**src/rtl/muldiv_unit.sv**
```systemverilog
// Iterative signed multiply / restoring divide unit owning the HI/LO registers.
// Optional MULDIV_UNSIGNED_EN enables the MULTU/DIVU opcodes (signs forced positive).
module muldiv_unit #(
  parameter logic [5:0] MULT_OP  = 6'b000010,
  parameter logic [5:0] DIV_OP   = 6'b000011,
  parameter logic [5:0] MFHI_OP  = 6'b000100,
  parameter logic [5:0] MFLO_OP  = 6'b000101,
  parameter logic [5:0] MULTU_OP = 6'b000110,
  parameter logic [5:0] DIVU_OP  = 6'b000111
) (
  input  logic        clock,
  input  logic        reset_n,
  input  logic [5:0]  aluop,
  input  logic [31:0] rA,
  input  logic [31:0] rB,
  output logic        busy,
  output logic        stall,
  output logic [31:0] hi,
  output logic [31:0] lo,
  output logic [31:0] mf_data,
  output logic        done
);

`ifdef MULDIV_UNSIGNED_EN
  localparam logic UNSIGNED_EN = 1'b1;
`else
  localparam logic UNSIGNED_EN = 1'b0;
`endif

  typedef enum logic [1:0] {IDLE, MUL, DIV, FIX} state_t;

  state_t      state_reg, state_next;
  logic [63:0] acc_reg, acc_next;
  logic [31:0] opb_reg, opb_next;
  logic [4:0]  count_reg, count_next;
  logic        sign_q_reg, sign_q_next;
  logic        sign_r_reg, sign_r_next;
  logic        is_div_reg, is_div_next;
  logic [31:0] hi_reg, hi_next;
  logic [31:0] lo_reg, lo_next;
  logic        done_reg, done_next;

  logic        op_mult, op_div, op_unsigned, op_mf;
  logic [31:0] abs_a, abs_b;
  logic [32:0] mul_sum;
  logic [32:0] div_shift;
  logic        div_ok;
  logic [31:0] div_rem;
  logic [63:0] prod_fix;

  // Case-equality keeps X/Z opcodes from matching anything.
  always_comb begin
    op_mult     = (aluop === MULT_OP) || (UNSIGNED_EN && (aluop === MULTU_OP));
    op_div      = (aluop === DIV_OP)  || (UNSIGNED_EN && (aluop === DIVU_OP));
    op_unsigned = UNSIGNED_EN && ((aluop === MULTU_OP) || (aluop === DIVU_OP));
    op_mf       = (aluop === MFHI_OP) || (aluop === MFLO_OP);
  end

  assign busy    = (state_reg != IDLE);
  assign stall   = busy & (op_mult | op_div | op_mf);
  assign hi      = hi_reg;
  assign lo      = lo_reg;
  assign done    = done_reg;
  assign mf_data = (aluop === MFHI_OP) ? hi_reg : lo_reg;

  always_comb begin
    abs_a = (!op_unsigned && rA[31]) ? (~rA + 32'd1) : rA;
    abs_b = (!op_unsigned && rB[31]) ? (~rB + 32'd1) : rB;
  end

  // Multiply: acc = {partial product, remaining multiplier bits}, shifted right each step.
  // Divide:   acc = {remainder, dividend/quotient bits}, shifted left each step.
  always_comb begin
    mul_sum   = {1'b0, acc_reg[63:32]} + (acc_reg[0] ? {1'b0, opb_reg} : 33'd0);
    div_shift = {acc_reg[63:32], acc_reg[31]};
    div_ok    = (div_shift >= {1'b0, opb_reg});
    div_rem   = div_ok ? (div_shift[31:0] - opb_reg) : div_shift[31:0];
    prod_fix  = sign_q_reg ? (~acc_reg + 64'd1) : acc_reg;
  end

  always_comb begin
    state_next  = state_reg;
    acc_next    = acc_reg;
    opb_next    = opb_reg;
    count_next  = count_reg;
    sign_q_next = sign_q_reg;
    sign_r_next = sign_r_reg;
    is_div_next = is_div_reg;
    hi_next     = hi_reg;
    lo_next     = lo_reg;
    done_next   = 1'b0;
    case (state_reg)
      IDLE: begin
        if (op_mult) begin
          acc_next    = {32'd0, abs_b};
          opb_next    = abs_a;
          sign_q_next = !op_unsigned && (rA[31] ^ rB[31]);
          sign_r_next = 1'b0;
          is_div_next = 1'b0;
          count_next  = 5'd0;
          state_next  = MUL;
        end else if (op_div) begin
          count_next  = 5'd0;
          is_div_next = 1'b1;
          if (rB == 32'd0) begin
            // Divide by zero: preload the fixed result and skip iteration.
            acc_next    = {rA, 32'hFFFF_FFFF};
            opb_next    = 32'd0;
            sign_q_next = 1'b0;
            sign_r_next = 1'b0;
            state_next  = FIX;
          end else begin
            acc_next    = {32'd0, abs_a};
            opb_next    = abs_b;
            sign_q_next = !op_unsigned && (rA[31] ^ rB[31]);
            sign_r_next = !op_unsigned && rA[31];
            state_next  = DIV;
          end
        end
      end
      MUL: begin
        acc_next   = {mul_sum, acc_reg[31:1]};
        count_next = count_reg + 5'd1;
        if (count_reg == 5'd31) state_next = FIX;
      end
      DIV: begin
        acc_next   = {div_rem, acc_reg[30:0], div_ok};
        count_next = count_reg + 5'd1;
        if (count_reg == 5'd31) state_next = FIX;
      end
      FIX: begin
        if (is_div_reg) begin
          lo_next = sign_q_reg ? (~acc_reg[31:0] + 32'd1) : acc_reg[31:0];
          hi_next = sign_r_reg ? (~acc_reg[63:32] + 32'd1) : acc_reg[63:32];
        end else begin
          hi_next = prod_fix[63:32];
          lo_next = prod_fix[31:0];
        end
        done_next  = 1'b1;
        state_next = IDLE;
      end
      default: state_next = IDLE;
    endcase
  end

  always_ff @(posedge clock or negedge reset_n) begin
    if (!reset_n) begin
      state_reg  <= IDLE;
      acc_reg    <= 64'd0;
      opb_reg    <= 32'd0;
      count_reg  <= 5'd0;
      sign_q_reg <= 1'b0;
      sign_r_reg <= 1'b0;
      is_div_reg <= 1'b0;
      hi_reg     <= 32'd0;
      lo_reg     <= 32'd0;
      done_reg   <= 1'b0;
    end else begin
      state_reg  <= state_next;
      acc_reg    <= acc_next;
      opb_reg    <= opb_next;
      count_reg  <= count_next;
      sign_q_reg <= sign_q_next;
      sign_r_reg <= sign_r_next;
      is_div_reg <= is_div_next;
      hi_reg     <= hi_next;
      lo_reg     <= lo_next;
      done_reg   <= done_next;
    end
  end

endmodule

```
**config.mk**
```make
export PLATFORM = sky130hd
export DESIGN_NAME = muldiv_unit
export DESIGN_NICKNAME = d
export VERILOG_FILES = /design/src/rtl/muldiv_unit.sv
export SDC_FILE = /design/constraint.sdc
export NUM_CORES = 1
export LEC_CHECK = 0
export CAP_MARGIN = 20
export CORE_ASPECT_RATIO = 0.75
export CORE_MARGIN = 3
export CORE_UTILIZATION = 43
export CTS_CLUSTER_DIAMETER = 120
export DETAILED_ROUTE_END_ITERATION = 7
export PLACE_DENSITY_LB_ADDON = 0.05
export SLEW_MARGIN = 0
export SYNTH_ARGS = -nofsm -noshare
export SYNTH_HDL_FRONTEND = slang
export SYNTH_SLANG_ARGS = --single-unit
```
**constraint.sdc**
```tcl
create_clock -name clock -period 4.35 [get_ports clock]
set_clock_uncertainty 0.15 [all_clocks]
set_input_delay 0.87 -clock clock [delete_from_list [all_inputs] [get_ports clock]]
set_output_delay 0.87 -clock clock [all_outputs]
set_load 0.1 [all_outputs]
```
* After elaboration in Yosys (flattened, before gate mapping) *
Cells that the tools add are included.

word-level totals
  register bits after elaboration = 171
  bits of input ports = 72
  word-level logic and storage cells = 84

operators by class
  add/subtract/negate cells = 8
  $lt $le $gt $ge = 1
  equal/unequal tests = 10
  mux-type cells = 34
  bitwise logic cells = 9
  reduce and logical (&&, ||, !) cells = 12

operators with widths
  kind                                                               count
  32-bit 2-to-1 mux                                                  12
  64-bit 2-to-1 mux                                                  4
  64-bit case mux with 3 select lines                                1
  32-bit by 1-bit adder with 32-bit output (second input constant)   4
  32-bit inverter                                                    4
  64-bit by 1-bit adder with 64-bit output (second input constant)   1
  64-bit inverter                                                    1
  32-bit by 32-bit adder with 33-bit output                          1
  33-bit by 32-bit greater-or-equal comparator with 1-bit output     1
  32-bit logical NOT                                                 1
  32-bit subtractor                                                  1
  6-bit by 2-bit === test with 1-bit output (second input constant)  2
  6-bit by 3-bit === test with 1-bit output (second input constant)  2
  1-bit 2-to-1 mux                                                   10
  5-bit 2-to-1 mux                                                   2
  5-bit case mux with 2 select lines                                 1
  2-bit AND reduction                                                4
  2-bit 2-to-1 mux                                                   3
  2-bit case mux with 3 select lines                                 1
  2-bit nonzero test                                                 3
  5-bit by 1-bit adder with 5-bit output (second input constant)     1
  5-bit equality test (second input constant)                        1
  2-bit equality test (second input constant)                        2
  3-bit inequality test (second input constant)                      1
  9 further kinds                                                    10

* Depth between registers and ports, before layout *
Gate-level depths: netlist (run 1).

  word-level depth = 7
  depth in mapped cells = 16

* Worst setup path after synthesis (run 1) *
OpenSTA, ideal clock, no wires.

  path kind = input port to output port
  start point = in aluop[3]
  end point = out stall
  data arrival time = 3.340 ns
  slack = -0.010 ns
  stages = 2
  buffers on the path = 0
  cell sequence = or3_1 > nor3_1

on the way
  word-level cells in the longest chain between the ends = 4
  elaborated cells between the ends (all ways) = 8
  classes of those cells = eq/ne: 4; bitwise: 3; reduce/logical: 1

ends and longest elaborated chain
  item                                                                     line    text
  from (decl)                                                              13      input logic [5:0] aluop,
  6-bit by 2-bit === test with 1-bit output, or another cell as far along  53      op_mult = (aluop === MULT_OP) || (UNSIGNED_EN && (aluop === MULTU_OP));
  1-bit OR or 1-bit logical OR (tied branches)                             60, 56
  1-bit OR *                                                               60      assign stall = busy & (op_mult | op_div | op_mf);
  1-bit bitwise AND *                                                      60
  to (decl)                                                                17      output logic stall,

Every way passes the cells marked *; elsewhere a longest branch is shown, timed or not.

* Worst setup path after layout (run 1) *
  start point = in aluop[3]
  end point = out mf_data[5]

on the way
  word-level cells in the longest chain between the ends = 2

ends and longest elaborated chain
  item                                       line  text
  6-bit by 3-bit === test with 1-bit output  64    assign mf_data = (aluop === MFHI_OP) ? hi_reg : lo_reg;
  32-bit 2-to-1 mux                          64
  to (decl)                                  20    output logic [31:0] mf_data,

Every way passes these cells.

==> key figures, run 1 <==
Route
  • Remaining DRCs: 0
  • Via count: about 17k
  • Met1 Routed Length: between 30000 and 40000 um
  • Met2 routed WL: 27100 um
  • Number of DRC markers in iteration 0: ~1.9k
  • Final ANT Viol Nets: 0
  • Drt total wl: between 60000 and 70000 um
  • Detailed Routing Iterations Pass 1: 6
  • Top Layer Used: met4
  • DR WL met3: roughly 5900 um
  • Avg WL per Cell: about 24 um
  • Vias/cell: approximately 6.2

Logic synthesis
  • Dominant cells by area after synthesis: dfrtp_1, a21oi_1, ha_1
  • Syn Area/Cell: 7.65 um2
  • Area share of the largest cell type after synthesis: ~28%
  • Ys flop type: dfrtp_1
  • Mapped Cells: between 2k and 2.5k
  • Ys Warns: 0
  • Sequential area share after synthesis: ~28%
  • #FFs+latches synth: 171
  • Number of synthesized flops with an enable pin: 0
  • Post-synth ARST share: 100%
  • Count of cell types in the netlist: 77
  • Dominant cell type by area after synthesis: dfrtp_1
  • Syn_nets: about 2.2k
  • Mapped Area: 15500 um2

GRT
  • Largest net degree at the start of global routing: 103
  • Initial antenna violation count: 1
  • Number of global-route vias before repair: 15.1k
  • Gr usage total: between 30% and 40%
  • GRT overflow: 0
  • First-pass GRT wire length: around 96000 um

Clock network
  • CTS Buf Count: 17
  • Clk root buf: clkbuf_16
  • H-tree depth: 4
  • Clock latency on the worst-skew pair: approximately 460 ps
  • Worst-path clk slew: 70 ps
  • Hold buffer count at cts: 0
  • Clock sink count: around 170
  • Post-CTS sizing: 0
  • Max Root-Sink Buffers: 2
  • Setup bufs post-CTS: 0
  • CTS tree: done

Timing
  • Finish-stage setup viols: 0
  • Final hold vios: 0
  • Period utilisation layout: a little over nine tenths
  • Max transition margin: approximately 32%
  • RSZ-0062 raised after global routing: no
  • Minimum clock period: approximately 4000 ps
  • Max-slew violation count: 0
  • Max frequency: approximately 240 MHz
  • Least-Margin Pin Slew: about 1000 ps
  • TNS Setup: 0 ps

Cells and area
  • Area Overhead vs Synth: 24.1%
  • Share of cells above drive strength 1: between 10% and 20%
  • Final cell count without fillers: ~2.7k
  • Filler cells: between 3k and 4k
  • Ant diodes: 0
  • Max reg flops: 64
  • Nets: ~2.4k

Die
  • Die Span Y: roughly 170 um
  • Die Footprint: 38400 um2
  • # rows: between 50 and 60
  • Initial Util: approximately 44%
  • Core Region: between 30000 and 40000 um2
  • Die Span X: 225 um
  • Io pins: approximately 170

Setup path
  • R2R depth: 14
  • Kind of end point of the critical path: output port
  • Worst R2R End: acc_reg[50]$_DFFE_PN0P_
  • Crit-path max FO: 32
  • Worst flop-to-flop path startpoint: acc_reg[33]$_DFFE_PN0P_
  • Data required, critical path: 3330 ps
  • Startpoint Class: input port
  • WP data arrival: approximately 3100 ps
  • R2R setup slack: 240 ps
  • Kind of critical path: input port to output port

Hold path
  • Hold Path Class: input port to asynchronous set/reset pin

Run status
  • Outcome: finished, final reports clean

Place
  • PortBufs: 170
  • Detail Placement HPWL: between 50000 and 60000 um
  • DP Cell Count: roughly 2.6k
  • Final GP Congestion: 1.04

Job
  • MaxCap Viol Count: 0
## cell usage after synthesis, types with 28 or more instances
master and number:
dfrtp_1 171, mux2_2 52, nor3_1 47, a22o_1 28, o21ai_0 138, xnor2_1 91, nand2_1 192, nand3_1 47
o31ai_1 33, inv_1 81, a31oi_1 28, or3_1 30, a21oi_1 276, xor2_1 80, ha_1 75, nor2_1 192
clkbuf_1 115
## cells by family (layout without fill, tap and decap cells)
logic type | Yosys count | after routing | share of synthesized area, %
simple gates | 626 | 626 | 18.9
mux | 68 | 68 | 4.81
compound gates | 699 | 699 | 27.4
buf+inv | 215 | 412 | 5.29
fa+ha+maj | 77 | 77 | 6.31
flops | 171 | 171 | 27.6
xor+xnor | 171 | 171 | 9.65
## cell type report
| cell class | count | area (um2) | area share [%] |
|---|---|---|---|
| flip-flops and latches | 171 | 4280 | 22.2 |
| multi-input cells | 1641 | 10500 | 54.4 |
| clock inverters | 11 | 109 | 0.565 |
| well taps | 457 | 572 | 2.97 |
| inverters | 81 | 304 | 1.58 |
| clock buffers | 21 | 480 | 2.49 |
| repair buffers | 299 | 3030 | 15.7 |
## per-layer routing
| layer | GRT usage, % | vias up |
|---|---|---|
| met5 | 0 | - |
| met4 | 7.40 | 0 |
| met3 | 5.95 | 70 |
| met2 | 47.8 | 830 |
| met1 | 50.7 | 8049 |
| li1 | - | 7691 |
## stage by stage
| stage | cell area [um2] | util, % | hold slack (ps) | setup WS, ps |
|---|---|---|---|---|
| 6_report | 19300 | 54.8 | 92.4 | 236 |
| 2_1_floorplan | 15500 | - | 300 | 450 |
| 3_3_place_gp | 18600 | 53.0 | 316 | -32.6 |
| 5_1_grt | 19300 | 54.8 | 95.5 | 36.8 |
| 4_1_cts | 19200 | 54.7 | 341 | 244 |
| 3_5_place_dp | 18600 | 53.0 | 326 | 6.53 |
## cells in the final DEF (no fill, tap or decap), types with 12 or more instances in the layout
master	synthesis	final
or3_1	30	30
a31oi_1	28	28
a21o_1	23	23
or4_1	17	17
clkbuf_16	0	17
inv_1	81	81
a22o_1	28	28
nor3_1	47	45
buf_4	0	128
clkdlybuf4s50_1	0	135
xnor2_1	91	91
mux2i_1	16	16
a21oi_1	276	275
o211ai_1	12	12
mux2_2	52	52
nand3_1	47	47
a211oi_1	25	25
buf_12	0	34
nor2_1	192	189
o21a_1	13	13
nand2_1	192	191
o21ai_1	26	25
ha_1	75	71
xor2_1	80	80
o21ai_0	138	137
nor4_1	21	21
o41ai_1	14	14
and3_1	12	12
dfrtp_1	171	171
o31ai_1	33	32
## worst max-delay path, cell delays in order
cell	delay (ps)
clkdlybuf4s50_1	390
or3_1	410
or4b_2	690
buf_12	200
mux2_2	330
buf_12	170
## worst max-delay path by stage
| stage | to | start | slack (ps) | depth (start not counted) |
|---|---|---|---|---|
| after global routing | acc_reg[62]$_DFFE_PN0P_ | acc_reg[0]$_DFFE_PN0P_ | 40 | 16 |
| after global placement | opb_reg[27]$_DFFE_PN0P_ | rA[2] | -30 | 11 |
| after detailed placement | opb_reg[27]$_DFFE_PN0P_ | rA[2] | 7 | 11 |
| after CTS | mf_data[5] | aluop[3] | 240 | 6 |
| after floorplan | mf_data[10] | aluop[3] | 450 | 5 |
| final | mf_data[5] | aluop[3] | 240 | 6 |
Power of run 1 is left out: the tool's default activity adds up to more than one toggle a clock period on the data nets, which glitch-free logic cannot reach.
==> run 2, diff against run 1 <==
CTS_CLUSTER_DIAMETER = 80   (was 120)
==> results of run 2 <==
Final layout, timing and power as in run 1 (identical DEF).
Power of run 2 is left out for the same reason.
==> run 3, diff against run 2 <==
SKIP_LAST_GASP = 1   (was default)
==> results of run 3 <==
Final layout, timing and power as in run 1 (identical DEF).
Power of run 3 is left out for the same reason.
